### src/rtl/blink_pkg.sv
// blink_pkg: shared clock constants and the prescaler width helper for the blinker.
package blink_pkg;
    localparam int CLK_HZ           = 25_000_000;
    localparam int DEFAULT_TICK_DIV = CLK_HZ / 2;
    function automatic int cnt_width(input int n);
        return (n <= 1) ? 1 : $clog2(n);
    endfunction
endpackage

### src/rtl/tick_gen.sv
// tick_gen: prescaler producing a one-cycle tick every TICK_DIV clocks.
module tick_gen
    import blink_pkg::*;
#(
    parameter int TICK_DIV = blink_pkg::DEFAULT_TICK_DIV
) (
    input  logic clk,
    input  logic rst_n,
    output logic tick
);
    localparam int W = cnt_width(TICK_DIV);
    localparam logic [W-1:0] LAST = W'(TICK_DIV - 1);
    logic [W-1:0] r_div_cnt;
    // With TICK_DIV == 1, LAST is 0 so the counter parks at 0 and tick stays high.
    assign tick = (r_div_cnt == LAST);
    always_ff @(posedge clk) begin
        if (!rst_n) r_div_cnt <= '0;
        else        r_div_cnt <= tick ? '0 : r_div_cnt + W'(1);
    end
endmodule

### src/rtl/blink_top.sv
// blink_top: LED blinker; a free-running pattern counter advanced by the prescaler tick.
module blink_top
    import blink_pkg::*;
#(
    parameter int LED_W    = 4,
    parameter int TICK_DIV = blink_pkg::DEFAULT_TICK_DIV
) (
    input  logic             clk,
    input  logic             rst_n,
    output logic [LED_W-1:0] led
);
    logic             w_tick;
    logic [LED_W-1:0] r_led;
    tick_gen #(.TICK_DIV(TICK_DIV)) u_tick (
        .clk   (clk),
        .rst_n (rst_n),
        .tick  (w_tick)
    );
    always_ff @(posedge clk) begin
        if (!rst_n)      r_led <= '0;
        else if (w_tick) r_led <= r_led + LED_W'(1);
    end
    assign led = r_led;
endmodule

### config.mk
export PLATFORM = sky130hd
export DESIGN_NAME = blink_top
export DESIGN_NICKNAME = d
export VERILOG_FILES = /design/src/rtl/blink_pkg.sv /design/src/rtl/tick_gen.sv /design/src/rtl/blink_top.sv
export SDC_FILE = /design/constraint.sdc
export NUM_CORES = 1
export LEC_CHECK = 0
export CAP_MARGIN = 20
export CORE_UTILIZATION = 35
export DETAILED_ROUTE_END_ITERATION = 6
export GPL_TIMING_DRIVEN = 0
export HOLD_SLACK_MARGIN = 0.05
export PLACE_DENSITY = 0.59
export SLEW_MARGIN = 20
export SYNTH_ARGS = -nofsm -noshare
export SYNTH_HDL_FRONTEND = slang
export SYNTH_SLANG_ARGS = --single-unit
### constraint.sdc
create_clock -name clk -period 4.3 [get_ports clk]
set_input_delay 0.86 -clock clk [delete_from_list [all_inputs] [get_ports clk]]
set_output_delay 0.86 -clock clk [all_outputs]
set_load 0.01 [all_outputs]
==> results of run 1 <==
==> flip-flops by register name, indices dropped and copies added (netlist names) <==
name,count
u_tick.r_div_cnt,24
led,4
==> cell families (layout without fill, tap and decap cells) <==
group,Yosys count,after routing
AO/OA/AOI/OAI,31,31
buffers and inverters,11,19
XOR/XNOR,11,11
flip-flops,28,28
adder cells (fa/ha/maj),2,2
AND/OR/NAND/NOR,67,67
==> stage by stage <==
stage	total power [mW]	worst slack (ns)	instances
2_1_floorplan	0.277	2.37	150
3_3_place_gp	0.281	2.04	201
3_5_place_dp	0.281	2.00	201
4_1_cts	0.420	1.99	204
5_1_grt	0.432	1.75	204
6_report	0.414	1.98	204
==> area by class of cell <==
type / instances / area share, %
Tap cell: 46 / 3.98
Sequential cell: 28 / 38.8
Inverter: 6 / 1.56
Buffer: 5 / 1.90
Timing Repair Buffer: 5 / 3.46
Clock buffer: 3 / 2.86
Multi-Input combinational cell: 111 / 47.4
==> worst max-delay path, stage by stage, from the launching register on <==
cell	delay, ns
dfxtp_1	0.38
ha_1	0.24
and4_2	0.26
nand4_1	0.29
o21ai_1	0.46
clkbuf_1	0.46
nor2_1	0.10
==> path summary, 6_finish.rpt <==
check                       from                   to  slack (ns)  depth (start not counted)
max          u_tick.r_div_cnt[0]  u_tick.r_div_cnt[9]        1.98                          6
min          u_tick.r_div_cnt[0]  u_tick.r_div_cnt[0]        0.48                          1
max reg2reg  u_tick.r_div_cnt[0]  u_tick.r_div_cnt[9]        1.98                          6
min reg2reg  u_tick.r_div_cnt[0]  u_tick.r_div_cnt[0]        0.48                          1
==> per-layer routing <==
metal	part of all wire (%)	up-vias
met5	0	-
met4	0.83	0
met3	3.1	2
met2	47	14
met1	49	495
li1	-	578
==> report_power, final <==
part	leakage (nW)	internal [mW]	switching, mW
combinational	0.189	0.00364	0.00709
clock	0.0216	0.0628	0.0762
sequential	0.226	0.261	0.00233
total	0.437	0.328	0.0857
==> layout by cell type (no fill, tap or decap), drive strengths merged, types with 4 or more instances in the layout <==
| cell type | n |
|---|---|
| inv | 6 |
| o21ai | 5 |
| or3 | 5 |
| dfxtp | 28 |
| xnor2 | 8 |
| nand3 | 10 |
| clkbuf | 6 |
| or4 | 11 |
| nand4 | 4 |
| o31ai | 10 |
| nor2 | 15 |
| nor4 | 4 |
| clkdlybuf4s50 | 5 |
| nand2 | 9 |
| a21oi | 14 |
==> summary.md, run 1 <==
| Metric | Value |
|---|---|
| Status | complete, no violations |
| Fmax | 432 MHz |
| Synthesized instance count | 150 |
| Synth top area share | 43.2% |
| CORE AREA | 0.00344 sq mm |
| Clock skew | 0.00626 ns |
| Htree depth | 1 |
| CP Capture Type | flop |
| Setup TNS | 0 ns |
| Worst EP arrival | 2.46 ns |
| Clk slew on worst S/H paths | 0.09 ns |
| GRT overflow | 0 |
| Period utilisation layout | 53.9% |
| Crit Path Category | flop to flop |
| Iteration-0 DRC Markers | 101 |
| Clock buffer depth | 2 |
| Inserted Clock Buffers | 3 |
| Area after DPL | 0.00140 sq mm |
| Worst min path class | flop to flop |
| Pin count of the biggest net entering global routing | 15 |
| Routed wire length | 2.40 mm |
| Largest family of logic cells by synthesized area | simple AND/OR/NAND/NOR gates |
| RSZ-0062 raised after global routing | false |
| Final HPWL DP | 1.74 mm |
| Register Area | 561 sq um |
| Clock sink count | 28 |
| Synth Area in Compound Gates | 14.3% |
| Fin util | 42.0% |
| Slew Limit Fails | 0 |
| Distinct cells, synth | 27 |
| Row count | 21 |
| Area grow syn2layout | 11.5% |
| Design area | 0.00145 sq mm |
| Mux cell area share after synthesis | 0% |
| Antenna violation net count after detailed routing | 0 |
| Buffers on Ports | 5 |
| Post-route DRC violation count | 0 |
| Fin. Hold Viols | 0 |
| GR peak layer | met2 |
| FILL cells | 347 |
| Hold_buf cts | 0 |
| Post-Syn Nets | 154 |
| Fin crit period | 2.32 ns |
| Global-route usage over all layers | 13.9% |
| Max VDD drop | 0.0817 mV |
| Max cap viols | 0 |
| Clk_lat worst skew | 0.27 ns |
| Antenna violations before repair | 0 |
| Xor/xnor share of the synthesized area | 7.43% |
| Layout cells sized above 1 | 5.06% |
| Simple-gate portion of the synthesized area | 29.2% |
| Via density | 5.34 |
| Hold Slack | 0.480 ns |
| Syn avg cell area | 8.64 sq um |
| Area of the multi-input gates | 686 sq um |
| RePlAce Congestion | 0.757 |
| Synth area leader | dfxtp_1 |
| Flops & latches, synth | 28 |
| Met3 usage | 2.92% |
| Synth Flop Type | dfxtp_1 |
| Final setup viols | 0 |
| Power Dens Cells | 286 mW/mm^2 |
| Most common cell in the netlist | dfxtp_1 |
| Crit path max fanout | 10 |
| Sequential fraction of the synthesis area | 43.2% |
| Die Wd | 62.9 um |
| Fin nets | 164 |
| Leakage | 0.437 nW |
| Number of synthesized flops with an enable pin | 0 |
| # diodes | 0 |
| Most frequent cells after synthesis | dfxtp_1, nor2_1, a21oi_1 |
| Async SR Flop Fraction | 0% |
| Met1 Resource Use GR | 18.5% |
| Post-CTS Setup Bufs | 0 |
| Initial core utilization | 37.7% |
| Avg WL per Cell | 11.8 um |
| CTS resizes | 0 |
| Worst-margin pin slew | 0.508 ns |
| Met2 Usage GRT | 22.0% |
| Critical Path RT | 4.44 ns |
| YS warnings | 0 |
| Critical Path Start Type | flop |
| Die area | 0.00395 sq mm |
| Slew margin rel. | 66.1% |
| Synth area leaders | dfxtp_1, o31ai_1, or4_1 |
| Post-Syn Area | 0.00130 sq mm |
| Adder-Cell Fraction of Synth Area | 1.93% |
| Die H | 62.9 um |
| IO Count | 6 |
| First-pass GRT wire length | 4.44 mm |
| Root Driver | clkbuf_8 |
| First-pass DRT Iterations | 4 |
| Number of global-route vias before repair | 986 |
| Via count | 1089 |
| TritonCTS clock tree | done |
Note: power is estimated with default switching activity, not from simulation.
==> run 2, diff against run 1 <==
Settings changed: PLACE_DENSITY 0.59 to 0.61.
Clock period 4.3 ns to 2.1 ns, I/O delays scaled along.
==> run 2 against run 1 <==
Largest power group unchanged. First-iteration DRC count fell by 64%. Total power rose by 110%. Design area rose by 1.9%. Sequential cell count did not move.
==> summary.md, run 2 (synthesized netlist as in run 1, its figures left out) <==
| Metric | Value |
|---|---|
| Power share of the clock group | 33.5% |
| # diodes | 0 |
| Clock sink count | 28 |
| CP max stage delay | 0.50 ns |
| Combinational share of power | 3.0% |
| Critical Path Start Type | flop |
| Antenna violations before repair | 0 |
| Worst min path class | flop to flop |
| Pin count of the biggest net entering global routing | 15 |
| Clk_lat worst skew | 0.27 ns |
| CP delay by family, top | simple AND/OR/NAND/NOR gates |
| Final HPWL DP | 1.86 mm |
| Crit Path Category | flop to flop |
| Buffers and inverters on the worst path | 1 |
| Hold_buf cts | 0 |
| Placed Cells | 201 |
| Fin util | 42.8% |
| Most flop-heavy register | u_tick.r_div_cnt |
| Post-route DRC violation count | 0 |
| Worst EP arrival | 2.18 ns |
| Die Wd | 62.9 um |
| NetSw | 179 uW |
| Pint | 675 uW |
| Worst-margin pin slew | 0.407 ns |
| First-pass DRT Iterations | 4 |
| Power Dens Cells | 580 mW/mm^2 |
| Htree depth | 1 |
| Buffers on Ports | 5 |
| GRT overflow | 0 |
| Sw Share | 21.0% |
| Clock skew | 0.00842 ns |
| Period utilisation layout | 94.2% |
| Critical path, cell by cell | ha_4 > nand4_1 > or3_1 > buf_6 > or4_1 > a21oi_1 |
| Row count | 21 |
| Root Driver | clkbuf_8 |
| Max VDD drop | 0.258 mV |
| Fin nets | 165 |
| Leakage | 0.447 nW |
| Via density | 5.47 |
| Max cap viols | 0 |
| Setup ws final | 0.121 ns |
| Crit path max fanout | 9 |
| Global-route usage over all layers | 14.6% |
| CORE AREA | 0.00344 sq mm |
| Inserted Clock Buffers | 3 |
| Most frequent cells in the layout | dfxtp_1, nor2_1, a21oi_1 |
| TritonCTS clock tree | done |
| Max FFs per register | 24 |
| Fmax | 505 MHz |
| Slew Limit Fails | 0 |
| Fin. Hold Viols | 0 |
| RePlAce Congestion | 0.818 |
| Clock buffer depth | 2 |
| Initial core utilization | 37.7% |
| Avg WL per Cell | 12.8 um |
| Critical Path RT | 2.30 ns |
| Antenna violation net count after detailed routing | 0 |
| Area grow syn2layout | 13.6% |
| Routed wire length | 2.62 mm |
| Clk slew on worst S/H paths | 0.08 ns |
| Slowest cell on crit path | or4_1 |
| Post-Place Worst Slack | -0.134 ns |
| Die area | 0.00395 sq mm |
| First-pass GRT wire length | 4.62 mm |
| IO Count | 6 |
| Sequential share of power | 63.5% |
| CP Capture Type | flop |
| Die H | 62.9 um |
| Slew margin rel. | 72.9% |
| Final setup viols | 0 |
| Iteration-0 DRC Markers | 36 |
| Status | complete, no violations |
| Via count | 1122 |
| Hold Slack | 0.471 ns |
| Final Instance Count excl. Fillers | 205 |
| Fin crit period | 1.98 ns |
| Layout cells sized above 1 | 8.81% |
| RSZ-0062 raised after global routing | false |
| Most common cell after layout, fill and taps aside | dfxtp_1 |
| Number of global-route vias before repair | 1087 |
| Setup TNS | 0 ns |
==> run 2: changes by cell type in the layout (fill, tap and decap cells not counted), sizes merged <==
cell  delta
buf      +1
==> run 2: worst paths after layout <==
path / startpoint / end / slack [ns] / cells past startpoint
min reg2reg: u_tick.r_div_cnt[0] / u_tick.r_div_cnt[0] / 0.47 / 1
min: u_tick.r_div_cnt[0] / u_tick.r_div_cnt[0] / 0.47 / 1
max: u_tick.r_div_cnt[1] / u_tick.r_div_cnt[20] / 0.12 / 6
max reg2reg: u_tick.r_div_cnt[1] / u_tick.r_div_cnt[20] / 0.12 / 6
==> run 2: per-layer routing <==
layer | share of wire, % | vias up | global-route usage [%] | wire length (um)
met5 | 0 | - | 0 | 0
met4 | 1.3 | 0 | 9.01 | 33
met3 | 1.6 | 4 | 2.01 | 42
met2 | 48 | 8 | 24.0 | 1250
met1 | 49 | 538 | 17.8 | 1290
li1 | - | 572 | - | -
==> run 2: through the flow <==
step                      total power [mW]  area (sq um)
final                                0.854          1470
after global routing                 0.895          1470
after CTS                            0.866          1450
after detailed placement             0.575          1400
after global placement               0.574          1400
after floorplan                      0.567          1300
==> run 2: cell type report <==
| class | instances | area [sq um] |
|---|---|---|
| buffer | 5 | 30.0 |
| clock buffer | 3 | 41.3 |
| fill | 352 | 1970 |
| inverter | 6 | 22.5 |
| multi-input combinational | 111 | 702 |
| sequential | 28 | 562 |
| tap | 46 | 57.6 |
| timing repair buffer | 6 | 57.6 |
==> run 2: timing repair <==
| item | 4_1_cts | 5_1_grt |
|---|---|---|
| gates resized for setup | 3 | 3 |
| setup endpoints to repair | 20 | 20 |
| setup buffers | 0 | 1 |
| pin swaps | 1 | 0 |
==> run 2: power groups by stage <==
stage / Clock (mW) / Combinational, mW / Sequential (mW)
floorplan: 0 / 0.0152 / 0.552
global placement: 0 / 0.0216 / 0.552
detailed placement: 0 / 0.0224 / 0.553
CTS: 0.302 / 0.0235 / 0.540
global route: 0.323 / 0.0286 / 0.544
finish: 0.286 / 0.0252 / 0.542
